**src/rtl/uproc_pkg.sv**
```systemverilog
// Shared micro-processor definitions: default widths, control opcodes and the PC type.
package uproc_pkg;

  localparam int DEF_PC_W  = 12;
  localparam int DEF_DEPTH = 8;

  localparam logic [3:0] OP_CALL = 4'b1110;
  localparam logic [3:0] OP_RET0 = 4'b1100;
  localparam logic [3:0] OP_RET1 = 4'b1101;

  typedef logic [DEF_PC_W-1:0] pc_t;

endpackage

```
**src/rtl/stack_regfile.sv**
```systemverilog
// Return-address storage: one synchronous write port, one asynchronous read port.
// Contents are intentionally not reset; validity is tracked by the stack's count.
module stack_regfile #(
  parameter int PC_W  = 12,
  parameter int DEPTH = 8,
  localparam int AW   = $clog2(DEPTH)
) (
  input  logic            clk,
  input  logic            we,
  input  logic [AW-1:0]   waddr,
  input  logic [PC_W-1:0] wdata,
  input  logic [AW-1:0]   raddr,
  output logic [PC_W-1:0] rdata
);

  logic [PC_W-1:0] mem [DEPTH];

  always_ff @(posedge clk) begin
    if (we) mem[waddr] <= wdata;
  end

  assign rdata = mem[raddr];

endmodule

```
**src/rtl/uproc_call_stack.sv**
```systemverilog
// Return-address stack for CALL/RET: pointer, count and sticky error flags,
// plus the zero-latency next-PC mux (stack top vs. jump target).
module uproc_call_stack
  import uproc_pkg::*;
#(
  parameter int PC_W  = DEF_PC_W,
  parameter int DEPTH = DEF_DEPTH,
  localparam int AW   = $clog2(DEPTH),
  localparam int CW   = AW + 1
) (
  input  logic            clk,
  input  logic            rst_n,
  input  logic            en,
  input  logic            stack_up,
  input  logic            stack_down,
  input  logic            c_stack,
  input  logic [PC_W-1:0] ret_addr_in,
  input  logic [PC_W-1:0] jump_target,
  output logic [PC_W-1:0] pc_jump,
  output logic [CW-1:0]   count,
  output logic            empty,
  output logic            full,
  output logic            overflow,
  output logic            underflow
);

  logic [AW-1:0]   sp, sp_d, sp_m1, sp_p1;
  logic [CW-1:0]   count_q, count_d;
  logic            ovf_q, ovf_d, unf_q, unf_d;
  logic            we;
  logic [AW-1:0]   waddr;
  logic [PC_W-1:0] top;
  logic            do_push, do_pop, do_both;
  logic            is_empty, is_full;

  assign sp_m1    = sp - AW'(1);
  assign sp_p1    = sp + AW'(1);
  assign is_empty = (count_q == '0);
  assign is_full  = (count_q == CW'(DEPTH));

  assign do_push = en & stack_up & ~stack_down;
  assign do_pop  = en & stack_down & ~stack_up;
  assign do_both = en & stack_up & stack_down;

  always_comb begin
    we      = 1'b0;
    waddr   = sp;
    sp_d    = sp;
    count_d = count_q;
    ovf_d   = ovf_q;
    unf_d   = unf_q;
    if (do_push) begin
      we   = 1'b1;
      sp_d = sp_p1;
      // When full the write lands on the oldest entry; count saturates.
      if (is_full) ovf_d = 1'b1;
      else         count_d = count_q + CW'(1);
    end else if (do_pop) begin
      if (is_empty) begin
        unf_d = 1'b1;
      end else begin
        sp_d    = sp_m1;
        count_d = count_q - CW'(1);
      end
    end else if (do_both) begin
      we = 1'b1;
      if (is_empty) begin
        sp_d    = sp_p1;
        count_d = count_q + CW'(1);
        unf_d   = 1'b1;
      end else begin
        waddr = sp_m1;
      end
    end
  end

  always_ff @(posedge clk or negedge rst_n) begin
    if (!rst_n) begin
      sp      <= '0;
      count_q <= '0;
      ovf_q   <= 1'b0;
      unf_q   <= 1'b0;
    end else begin
      sp      <= sp_d;
      count_q <= count_d;
      ovf_q   <= ovf_d;
      unf_q   <= unf_d;
    end
  end

  stack_regfile #(
    .PC_W  (PC_W),
    .DEPTH (DEPTH)
  ) u_regfile (
    .clk   (clk),
    .we    (we),
    .waddr (waddr),
    .wdata (ret_addr_in),
    .raddr (sp_m1),
    .rdata (top)
  );

  assign pc_jump   = !c_stack ? jump_target : (is_empty ? '0 : top);
  assign count     = count_q;
  assign empty     = is_empty;
  assign full      = is_full;
  assign overflow  = ovf_q;
  assign underflow = unf_q;

endmodule

```
**config.mk**
```make
export PLATFORM = sky130hd
export DESIGN_NAME = uproc_call_stack
export DESIGN_NICKNAME = d
export VERILOG_FILES = /design/src/rtl/uproc_pkg.sv /design/src/rtl/stack_regfile.sv /design/src/rtl/uproc_call_stack.sv
export SDC_FILE = /design/constraint.sdc
export NUM_CORES = 1
export LEC_CHECK = 0
export ABC_AREA = 1
export CORE_MARGIN = 2
export CORE_UTILIZATION = 40
export CTS_BUF_LIST = sky130_fd_sc_hd__clkbuf_8
export DETAILED_ROUTE_END_ITERATION = 8
export PLACE_DENSITY_LB_ADDON = 0.08
export SYNTH_ARGS = -nofsm -noshare
export SYNTH_HDL_FRONTEND = slang
export SYNTH_SLANG_ARGS = --single-unit
```
**constraint.sdc**
```tcl
create_clock -name clk -period 3.45 [get_ports clk]
set_clock_uncertainty 0.1 [all_clocks]
set_input_delay 0.69 -clock clk [delete_from_list [all_inputs] [get_ports clk]]
set_output_delay 0.69 -clock clk [all_outputs]
set_load 0.005 [all_outputs]
```
## Word level (Yosys, flattened, before mapping)

Memories as Yosys holds them, arrays and structs flattened.
Index checks and enable logic that the tools add are counted.

| word-level totals | value |
|---|---|
| flip-flop bits (word level) | 9 |
| RAM bits | 96 |
| input bits | 30 |
| output and inout bits | 20 |
| memories kept | 1 |

| cells by class | value |
|---|---|
| add/subtract/negate cells | 4 |
| equal/unequal tests | 3 |
| multiplexer cells | 24 |
| bitwise logic cells | 8 |
| reductions and logical operators | 8 |

Memory list:

| memory | words | width | rd ports | clocked after memory_dff | wr ports | RTL line | text |
|---|---|---|---|---|---|---|---|
| u_regfile.mem | 8 | 12 | 1 | 0 | 1 | stack_regfile.sv:16 | `logic [PC_W-1:0] mem [DEPTH];` |

Operator list:

| operator | number |
|---|---|
| 12-bit two-way mux | 2 |
| 3-bit two-way mux | 8 |
| 4-bit two-way mux | 6 |
| 1-bit two-way mux | 8 |
| 2-bit AND reduction | 3 |
| 3-bit nonzero test | 2 |
| 1-bit bitwise AND | 5 |
| 4-bit by 1-bit adder with 4-bit output (second input constant) | 1 |
| 4-bit equality test (second input constant) | 1 |
| 4-bit logical NOT | 1 |
| 4-bit AND reduction | 1 |
| 4-bit by 1-bit subtractor with 4-bit output (second input constant) | 1 |
| 3-bit by 1-bit adder with 3-bit output (second input constant) | 1 |
| 3-bit inequality test (second input constant) | 1 |
| 1-bit inverter | 3 |
| 3-bit by 1-bit subtractor with 3-bit output (second input constant) | 1 |
| 2-bit inequality test (second input constant) | 1 |
| 2-bit nonzero test | 1 |

## Longest topological paths before layout

Gate-level depths: netlist of the first run.

| depth | value |
|---|---|
| depth after elaboration | 7 |
| mapped depth | 11 |
| depth with buffers taken out | 9 |

## Hierarchy

A second synthesis of the first run with hierarchy kept.

| unflattened totals | value |
|---|---|
| cells, all modules | 586 |
| area, all modules | 5178.7 um^2 |

Modules (own cells, without submodules):

| module | times used | cells an instance | area an instance (um^2) | seq. area each (um^2) |
|---|---|---|---|---|
| stack_regfile | 1 | 433 | 4239.1 | 2882.8 |
| uproc_call_stack | 1 | 153 | 939.7 | 225.2 |

## Worst setup path before layout of the first run

OpenSTA, ideal clock, no wires.

| timing path | value |
|---|---|
| path type | register to output |
| start point | register sp[0] |
| end point | output port pc_jump[10] |
| arrival | 1.720 ns |
| required time | 2.660 ns |
| path slack | 0.940 ns |
| stages on the path, launching flop included | 12 |
| path buffers | 4 |
| cells stage by stage | dfrtp_1 buf_2 inv_2 buf_2 ha_1 buf_2 inv_1 buf_2 nand3_1 nand3_1 nand3_1 nand2_1 |

| on the way | value |
|---|---|
| word-level cells in the longest chain between the ends | 4 |

Ends and longest elaborated chain:

| element | RTL line | text |
|---|---|---|
| start, declared | uproc_call_stack.sv:27 | `logic [AW-1:0] sp, sp_d, sp_m1, sp_p1;` |
| start signal, assigned | uproc_call_stack.sv:84 | `sp <= sp_d;` |
| 3-bit by 1-bit subtractor with 3-bit output | uproc_call_stack.sv:36 | `assign sp_m1 = sp - AW'(1);` |
| memory 8 x 12 bit | n/a |  |
| 12-bit two-way mux (2 in series) | uproc_call_stack.sv:103 | `assign pc_jump = !c_stack ? jump_target : (is_empty ? '0 : top);` |
| end, declared | uproc_call_stack.sv:19 | `output logic [PC_W-1:0] pc_jump,` |

Every way passes these cells.

## Worst setup path in the final report of the first run

| timing path | value |
|---|---|
| start point | register count_q[0], in the netlist count[0] |
| end point | output port pc_jump[10] |

| on the way | value |
|---|---|
| word-level cells in the longest chain between the ends | 3 |

Ends and longest elaborated chain:

| element | RTL line | text |
|---|---|---|
| start, declared | uproc_call_stack.sv:28 | `logic [CW-1:0] count_q, count_d;` |
| start signal, assigned | uproc_call_stack.sv:85 | `count_q <= count_d;` |
| 4-bit logical NOT | uproc_call_stack.sv:38 | `assign is_empty = (count_q == '0);` |
| 12-bit two-way mux (2 in series) | uproc_call_stack.sv:103 |  |

Every way passes these cells.

==> results.py, run 1 <==
metrics = {
    "status": {
        "status": "finished, final reports clean",
    },
    "routing": {
        "firstDrtPassIters": 4,
        "vias": 3578,
        "wl_per_cell_um": 14.64,
        "drt-vias-per-instance": 4.593,
        "drc": 0,
        "wl_um": 11400,
        "drt_iter0_markers": 165,
        "ant_nets": 0,
    },
    "pwr": {
        "p_clk_frac": 0.160,
        "p_int_uw": 2757,
        "power_frac_seq": 0.350,
        "finalPower_uw": 4611,
        "p_leak_uw": 0.002669,
        "ir_drop_mv": 0.3431,
        "pwr-share-comb": 0.489,
        "power_density_mw_per_mm2": 768.5,
        "switching_share": 0.4020,
        "p_switching_uw": 1854,
    },
    "final_layout": {
        "design_area_mm2": 0.006000,
        "fin_util": 0.4954,
        "layout-drive-gt1-share": 0.09165,
        "final_nets": 640,
        "antennaDiodeCount": 0,
        "area_delta_synth_final_pct": 19.76,
    },
    "critical_path": {
        "crit_end": "pc_jump[10]",
        "r2r_setup_slack_ps": 1090,
        "cpMaxStageDelayCell": "dfrtp_1",
        "path_common_cell": "nand2_1",
        "crit_family": "buffers and inverters",
        "cp.required_ps": 2660,
        "worstSetupPathType": "reg -> out",
        "startpoint": "count[0]",
        "cp-end-kind": "primary output",
        "crit_chain": "inv_1 > ha_2 > nand2_1 > nor2_2 > nor2_1 > buf_4 > nand3_1 > nand2_1 > clkdlybuf4s50_1",
        "start_kind": "flop",
        "r2r_end": "u_regfile.mem[1][3]",
        "cp_num_buf_inv": 3,
        "r2r_start": "sp[1]",
        "cp_data_arrival_time_ps": 2380,
        "max_stage_delay_ps": 440,
        "cp.depth": 9,
        "crit_path_max_fanout": 6,
        "r2r_cells": 8,
    },
    "cts": {
        "post-cts-setup-buffers": 0,
        "clk_latency_ps": 380,
        "cts_buffers": 9,
        "clk_path_buf_depth": 2,
        "ctsHoldBuffers": 0,
        "cts_max_level": 3,
        "cts_root_buffer": "clkbuf_8",
        "clock-sinks": 105,
        "path_clk_slew_ps": 100,
        "cts_tree": "built",
    },
    "yosys": {
        "synth.distinct_cells": 23,
        "synth_cells": 541,
        "syn_area_mm2": 0.005010,
        "avgSynthCellArea_um2": 9.260,
        "ys_ff_latch": 105,
        "synth_nets": 575,
        "synth-seq-area-share": 0.6204,
        "ys_warn_count": 0,
    },
    "placement": {
        "hpwl_um": 7497,
        "gp_congestion": 0.7683,
        "placed_area_mm2": 0.005802,
        "portBuffers": 49,
    },
    "global_route": {
        "grt_pass1_wl_um": 18370,
        "grt_max_degree": 52,
        "antenna_found_initial": 0,
        "gr-total-overflow": 0,
        "grt_pass1_vias": 3446,
        "grt_util_all_layers": 0.1867,
    },
    "min_path": {
        "worst_hold_path_type": "reg -> reg",
        "worstHoldStart": "underflow",
    },
    "timing": {
        "fmax_mhz": 315.6,
        "finalCritPeriodShare": 0.9183,
        "finalSetupViolations": 0,
        "rsz0062_at_grt": "false",
        "slew_viol_final": 0,
        "tightest_slew_ps": 582.1,
        "tns_ps": 0,
        "maxSlewHeadroom": 0.6119,
        "hold_viol": 0,
        "min_period_ps": 3168,
    },
    "floorplanning": {
        "start_util": 0.4136,
        "die-area_mm2": 0.01344,
        "fp-row-count": 40,
        "fp.dieW_um": 115.9,
        "core_mm2": 0.01211,
        "io_pins": 50,
        "die_y_um": 115.9,
    },
    "run": {
        "max_cap_viol_count": 0,
    },
}
[placed cells by master (no fill, tap or decap), drive strengths merged, types with 3 or more instances in the layout]
| cell | netlist | final |
|---|---|---|
| buf | 18 | 27 |
| ha | 4 | 4 |
| nor2 | 23 | 23 |
| edfxtp | 96 | 96 |
| clkbuf | 4 | 9 |
| clkdlybuf4s50 | 0 | 49 |
| clkinv | 0 | 5 |
| dfrtp | 9 | 9 |
| nand2 | 199 | 199 |
| inv | 86 | 87 |
| nand3 | 91 | 91 |
| xnor2 | 3 | 3 |
[metal layers]
layer  vias to the layer above  GRT usage  share of wire
met2                        66     0.3041           0.48
met5                         -          0              0
met1                      1651     0.2480           0.47
met4                         0    0.08175          0.016
met3                        12    0.03086          0.032
li1                       1849          -              -
[how the worst min path moves through the flow]
stage / slack (ps) / endpoint / cells after the start
after floorplan: 290 / count[0] / 0
after global placement: 360 / overflow / 1
after detailed placement: 360 / overflow / 1
after CTS: 400 / overflow / 1
after global routing: 420 / overflow / 1
final: 390 / underflow / 1
[power by group through the flow]
| stage | clock, uW | combinational [uW] | sequential [uW] |
|---|---|---|---|
| 3_5_place_dp | 0 | 2260 | 1640 |
| 6_report | 738 | 2260 | 1620 |
| 5_1_grt | 821 | 2540 | 1630 |
| 4_1_cts | 764 | 2290 | 1620 |
| 3_3_place_gp | 0 | 2260 | 1640 |
| 2_1_floorplan | 0 | 1460 | 1610 |
[sequential cells by signal, indices dropped and copies added (netlist names)]
name           cells
u_regfile.mem     96
underflow          1
sp                 3
overflow           1
count              4
[cells by family (layout without fill, tap and decap cells)]
| kind of cell | after synthesis | count (layout) | share of synthesized area |
|---|---|---|---|
| AOI/OAI and AO/OA | 3 | 3 | 0.005745 |
| DFF | 105 | 105 | 0.6204 |
| buffers and inverters | 108 | 178 | 0.08666 |
| xor gates and xnor gates | 5 | 5 | 0.01024 |
| and+or+nand+nor | 316 | 316 | 0.2670 |
| adders and majority gates | 4 | 4 | 0.009990 |
[Yosys cell counts]
cell | number | area, um2
o21ai_4 | 1 | 16.27
xnor2_2 | 1 | 16.27
xor2_1 | 2 | 17.52
inv_2 | 4 | 15.01
nand2_1 | 196 | 735.7
nand3_1 | 90 | 450.4
inv_1 | 82 | 307.8
or2_2 | 1 | 6.260
buf_1 | 1 | 3.750
buf_2 | 14 | 70.07
nand4_1 | 2 | 12.51
nand3_4 | 1 | 17.52
dfrtp_1 | 9 | 225.2
clkbuf_1 | 4 | 15.01
o21ai_1 | 1 | 5.000
xnor2_1 | 2 | 17.52
buf_4 | 3 | 22.52
edfxtp_1 | 96 | 2883
nand2_2 | 3 | 18.77
nor2_1 | 19 | 71.32
o21bai_1 | 1 | 7.510
nor2_2 | 4 | 25.02
ha_1 | 4 | 50.05
[worst register-to-register path, delay by kind of cell (launching register included)]
kind	cells	cell delay [ps]
and+or+nand+nor	4	490
xor gates and xnor gates	1	500
adders and majority gates	1	270
buffers and inverters	2	310
DFF	1	380
[timing repair]
item / 4_1_cts / 5_1_grt
gates resized for setup: 1 / 1
endpoints found under the setup margin: 8 / 3
cloned: 0 / 0
[cell type report]
| type | instances | area [um2] |
|---|---|---|
| multi-input combinational | 328 | 1481 |
| clock buffer | 9 | 123.9 |
| inverter | 86 | 322.8 |
| tap | 168 | 210.2 |
| timing repair buffer | 76 | 693.2 |
| sequential | 105 | 3108 |
| clock inverter | 7 | 60.06 |
| fill | 1152 | 6112 |
[stage by stage]
stage / hold WS, ps / setup slack, ps / instances
after floorplan: 294.4 / 939.6 / 541
after global placement: 355.6 / 443.1 / 763
after detailed placement: 359.2 / 457.5 / 763
after CTS: 395.9 / 175.9 / 779
after global routing: 423.8 / 70.21 / 779
final: 389.2 / 281.8 / 779
(Power assumes the default switching activity.)
==> run 2, diff against run 1 <==
PLACE_DENSITY = 0.61   (was not set)
PLACE_DENSITY_LB_ADDON = not set   (was 0.08)
==> run 2 against run 1 <==
Critical path depth stayed put. Utilization up 0.072 points. Maximum frequency decreased by 2.5%. Critical path type unchanged. Critical endpoint is now pc_jump[9]. Largest power group unchanged.
==> results.py, run 2 (synthesized netlist as in run 1, its figures left out) <==
metrics = {
    "cts": {
        "path_clk_slew_ps": 100,
        "cts_resized": 2,
        "ctsHoldBuffers": 0,
        "cts_root_buffer": "clkbuf_8",
        "clk_latency_ps": 380,
        "cts_buffers": 9,
        "cts_tree": "built",
        "clock-sinks": 105,
        "cts_max_level": 3,
        "post-cts-setup-buffers": 0,
        "clk_path_buf_depth": 2,
    },
    "critical_path": {
        "cp_data_arrival_time_ps": 2460,
        "start_kind": "flop",
        "path_common_cell": "nand3_1",
        "crit_family": "buffers and inverters",
        "cpMaxStageDelayCell": "clkdlybuf4s50_1",
        "max_stage_delay_ps": 500,
        "crit_chain": "inv_1 > ha_1 > inv_1 > buf_4 > nand3_1 > nand3_1 > nand3_1 > nand2_1 > clkdlybuf4s50_1",
        "crit_path_max_fanout": 20,
        "cp-end-kind": "primary output",
        "worstSetupPathType": "reg -> out",
        "cp_num_buf_inv": 4,
        "cp.required_ps": 2660,
    },
    "routing": {
        "drt-vias-per-instance": 4.743,
        "wl_per_cell_um": 14.64,
        "ant_nets": 0,
        "wl_met2_um": 5600,
        "firstDrtPassIters": 5,
        "highest_layer": "met4",
        "drt_iter0_markers": 246,
        "vias": 3671,
        "drt-met1-wl_um": 4937,
        "dr_wl_met3_um": 536,
        "drc": 0,
        "wl_um": 11330,
    },
    "timing": {
        "fmax_mhz": 307.9,
        "min_period_ps": 3248,
        "tns_ps": 0,
        "finalSetupViolations": 0,
        "maxSlewHeadroom": 0.6105,
        "tightest_slew_ps": 584.3,
        "finalCritPeriodShare": 0.9415,
        "hold_viol": 0,
        "slew_viol_final": 0,
        "rsz0062_at_grt": "false",
        "final.setup.worst_slack_ps": 201.8,
    },
    "run": {
        "max_cap_viol_count": 0,
    },
    "final_layout": {
        "final_cells": 774,
        "final_cell_mix": "196 x nand2_1, 96 x edfxtp_1, 90 x nand3_1",
        "largest_reg_flops": 96,
        "layout-drive-gt1-share": 0.08746,
        "multi_input_area_mm2": 0.001491,
        "final_nets": 635,
        "seq_area_mm2": 0.003109,
        "antennaDiodeCount": 0,
        "fillers": 1154,
        "final_common_cell": "nand2_1",
        "top_register": "u_regfile.mem",
        "area_delta_synth_final_pct": 19.93,
    },
    "placement": {
        "portBuffers": 49,
        "dpl.cell_count": 758,
        "gp_congestion": 0.8263,
        "hpwl_um": 7268,
        "dp_slack_ps": 232.9,
    },
    "pwr": {
        "ir_drop_mv": 0.3001,
        "switching_share": 0.4031,
        "p_switching_uw": 1871,
        "p_leak_uw": 0.002664,
        "p_int_uw": 2770,
        "pwr-share-comb": 0.481,
        "p_clk_frac": 0.170,
        "power_frac_seq": 0.349,
        "power_density_mw_per_mm2": 772.5,
    },
    "global_route": {
        "grt_max_degree": 52,
        "grt_util_all_layers": 0.1825,
        "antenna_found_initial": 0,
        "grt_pass1_wl_um": 18330,
        "grt_pass1_vias": 3583,
        "gr-total-overflow": 0,
    },
    "floorplanning": {
        "core_mm2": 0.01211,
        "start_util": 0.4136,
        "fp-row-count": 40,
        "die-area_mm2": 0.01344,
        "die_y_um": 115.9,
        "fp.dieW_um": 115.9,
        "io_pins": 50,
    },
    "min_path": {
        "worst_hold_path_type": "reg -> reg",
    },
    "status": {
        "status": "finished, final reports clean",
    },
}
-- run 2: cell count changes in the layout (fill, tap and decap cells not counted), moves of 2 or more --
cell      delta
clkinv_1     -3
clkbuf_8     +2
clkinv_2     -2
buf_4        -6
nor2_4       +2
inv_1        +2
-- run 2: per-stage QoR --
stage	hold WS [ps]	power (uW)	utilization	cell area, um2
2_1_floorplan	294.4	3062	-	5010
3_3_place_gp	356.6	3817	0.4770	5777
3_5_place_dp	361.8	3856	0.4770	5777
4_1_cts	383.8	4675	0.4951	5997
5_1_grt	399.4	5017	0.4961	6008
6_report	382.2	4641	0.4961	6008
-- run 2: worst reg2reg max path: stages, from the launching register on --
cell and delay (ps):
dfrtp_1 380, inv_1 80, ha_1 270, xnor2_4 510, nor2_1 110, nor2_1 180
nand2_1 100, nor2_1 330, buf_12 210
-- run 2: path summary, 6_finish.rpt --
| kind | from | to | slack, ps | cells after the start |
|---|---|---|---|---|
| min in group asynchronous | rst_n | count[1] | 530 | 1 |
| worst min register to register | overflow | overflow | 380 | 1 |
| max in group asynchronous | rst_n | count[0] | 2380 | 1 |
| worst max-delay path | sp[1] | pc_jump[9] | 200 | 9 |
| worst min-delay path | overflow | overflow | 380 | 1 |
| worst max register to register | sp[1] | u_regfile.mem[2][2] | 900 | 8 |
-- run 2: power by group through the flow --
stage	logic (uW)	registers, uW	clock network [uW]
after global placement	2180	1640	0
after global routing	2530	1640	853
after detailed placement	2210	1640	0
after floorplan	1460	1610	0
after CTS	2240	1620	811
final	2230	1620	790
-- run 2: layout make-up --
| type | instances | area share |
|---|---|---|
| clock inverters | 5 | 0.009163 |
| repair buffers | 71 | 0.1112 |
| flip-flops and latches | 105 | 0.5175 |
| clock buffers | 11 | 0.02520 |
| well taps | 168 | 0.03499 |
| inverters | 86 | 0.05373 |
| multi-input cells | 328 | 0.2482 |
-- run 2: routing by layer --
metal | global-route usage | vias to the layer above
met3 | 0.02720 | 19
met2 | 0.3103 | 98
li1 | - | 1843
met4 | 0.08095 | 0
met1 | 0.2323 | 1711
met5 | 0 | -
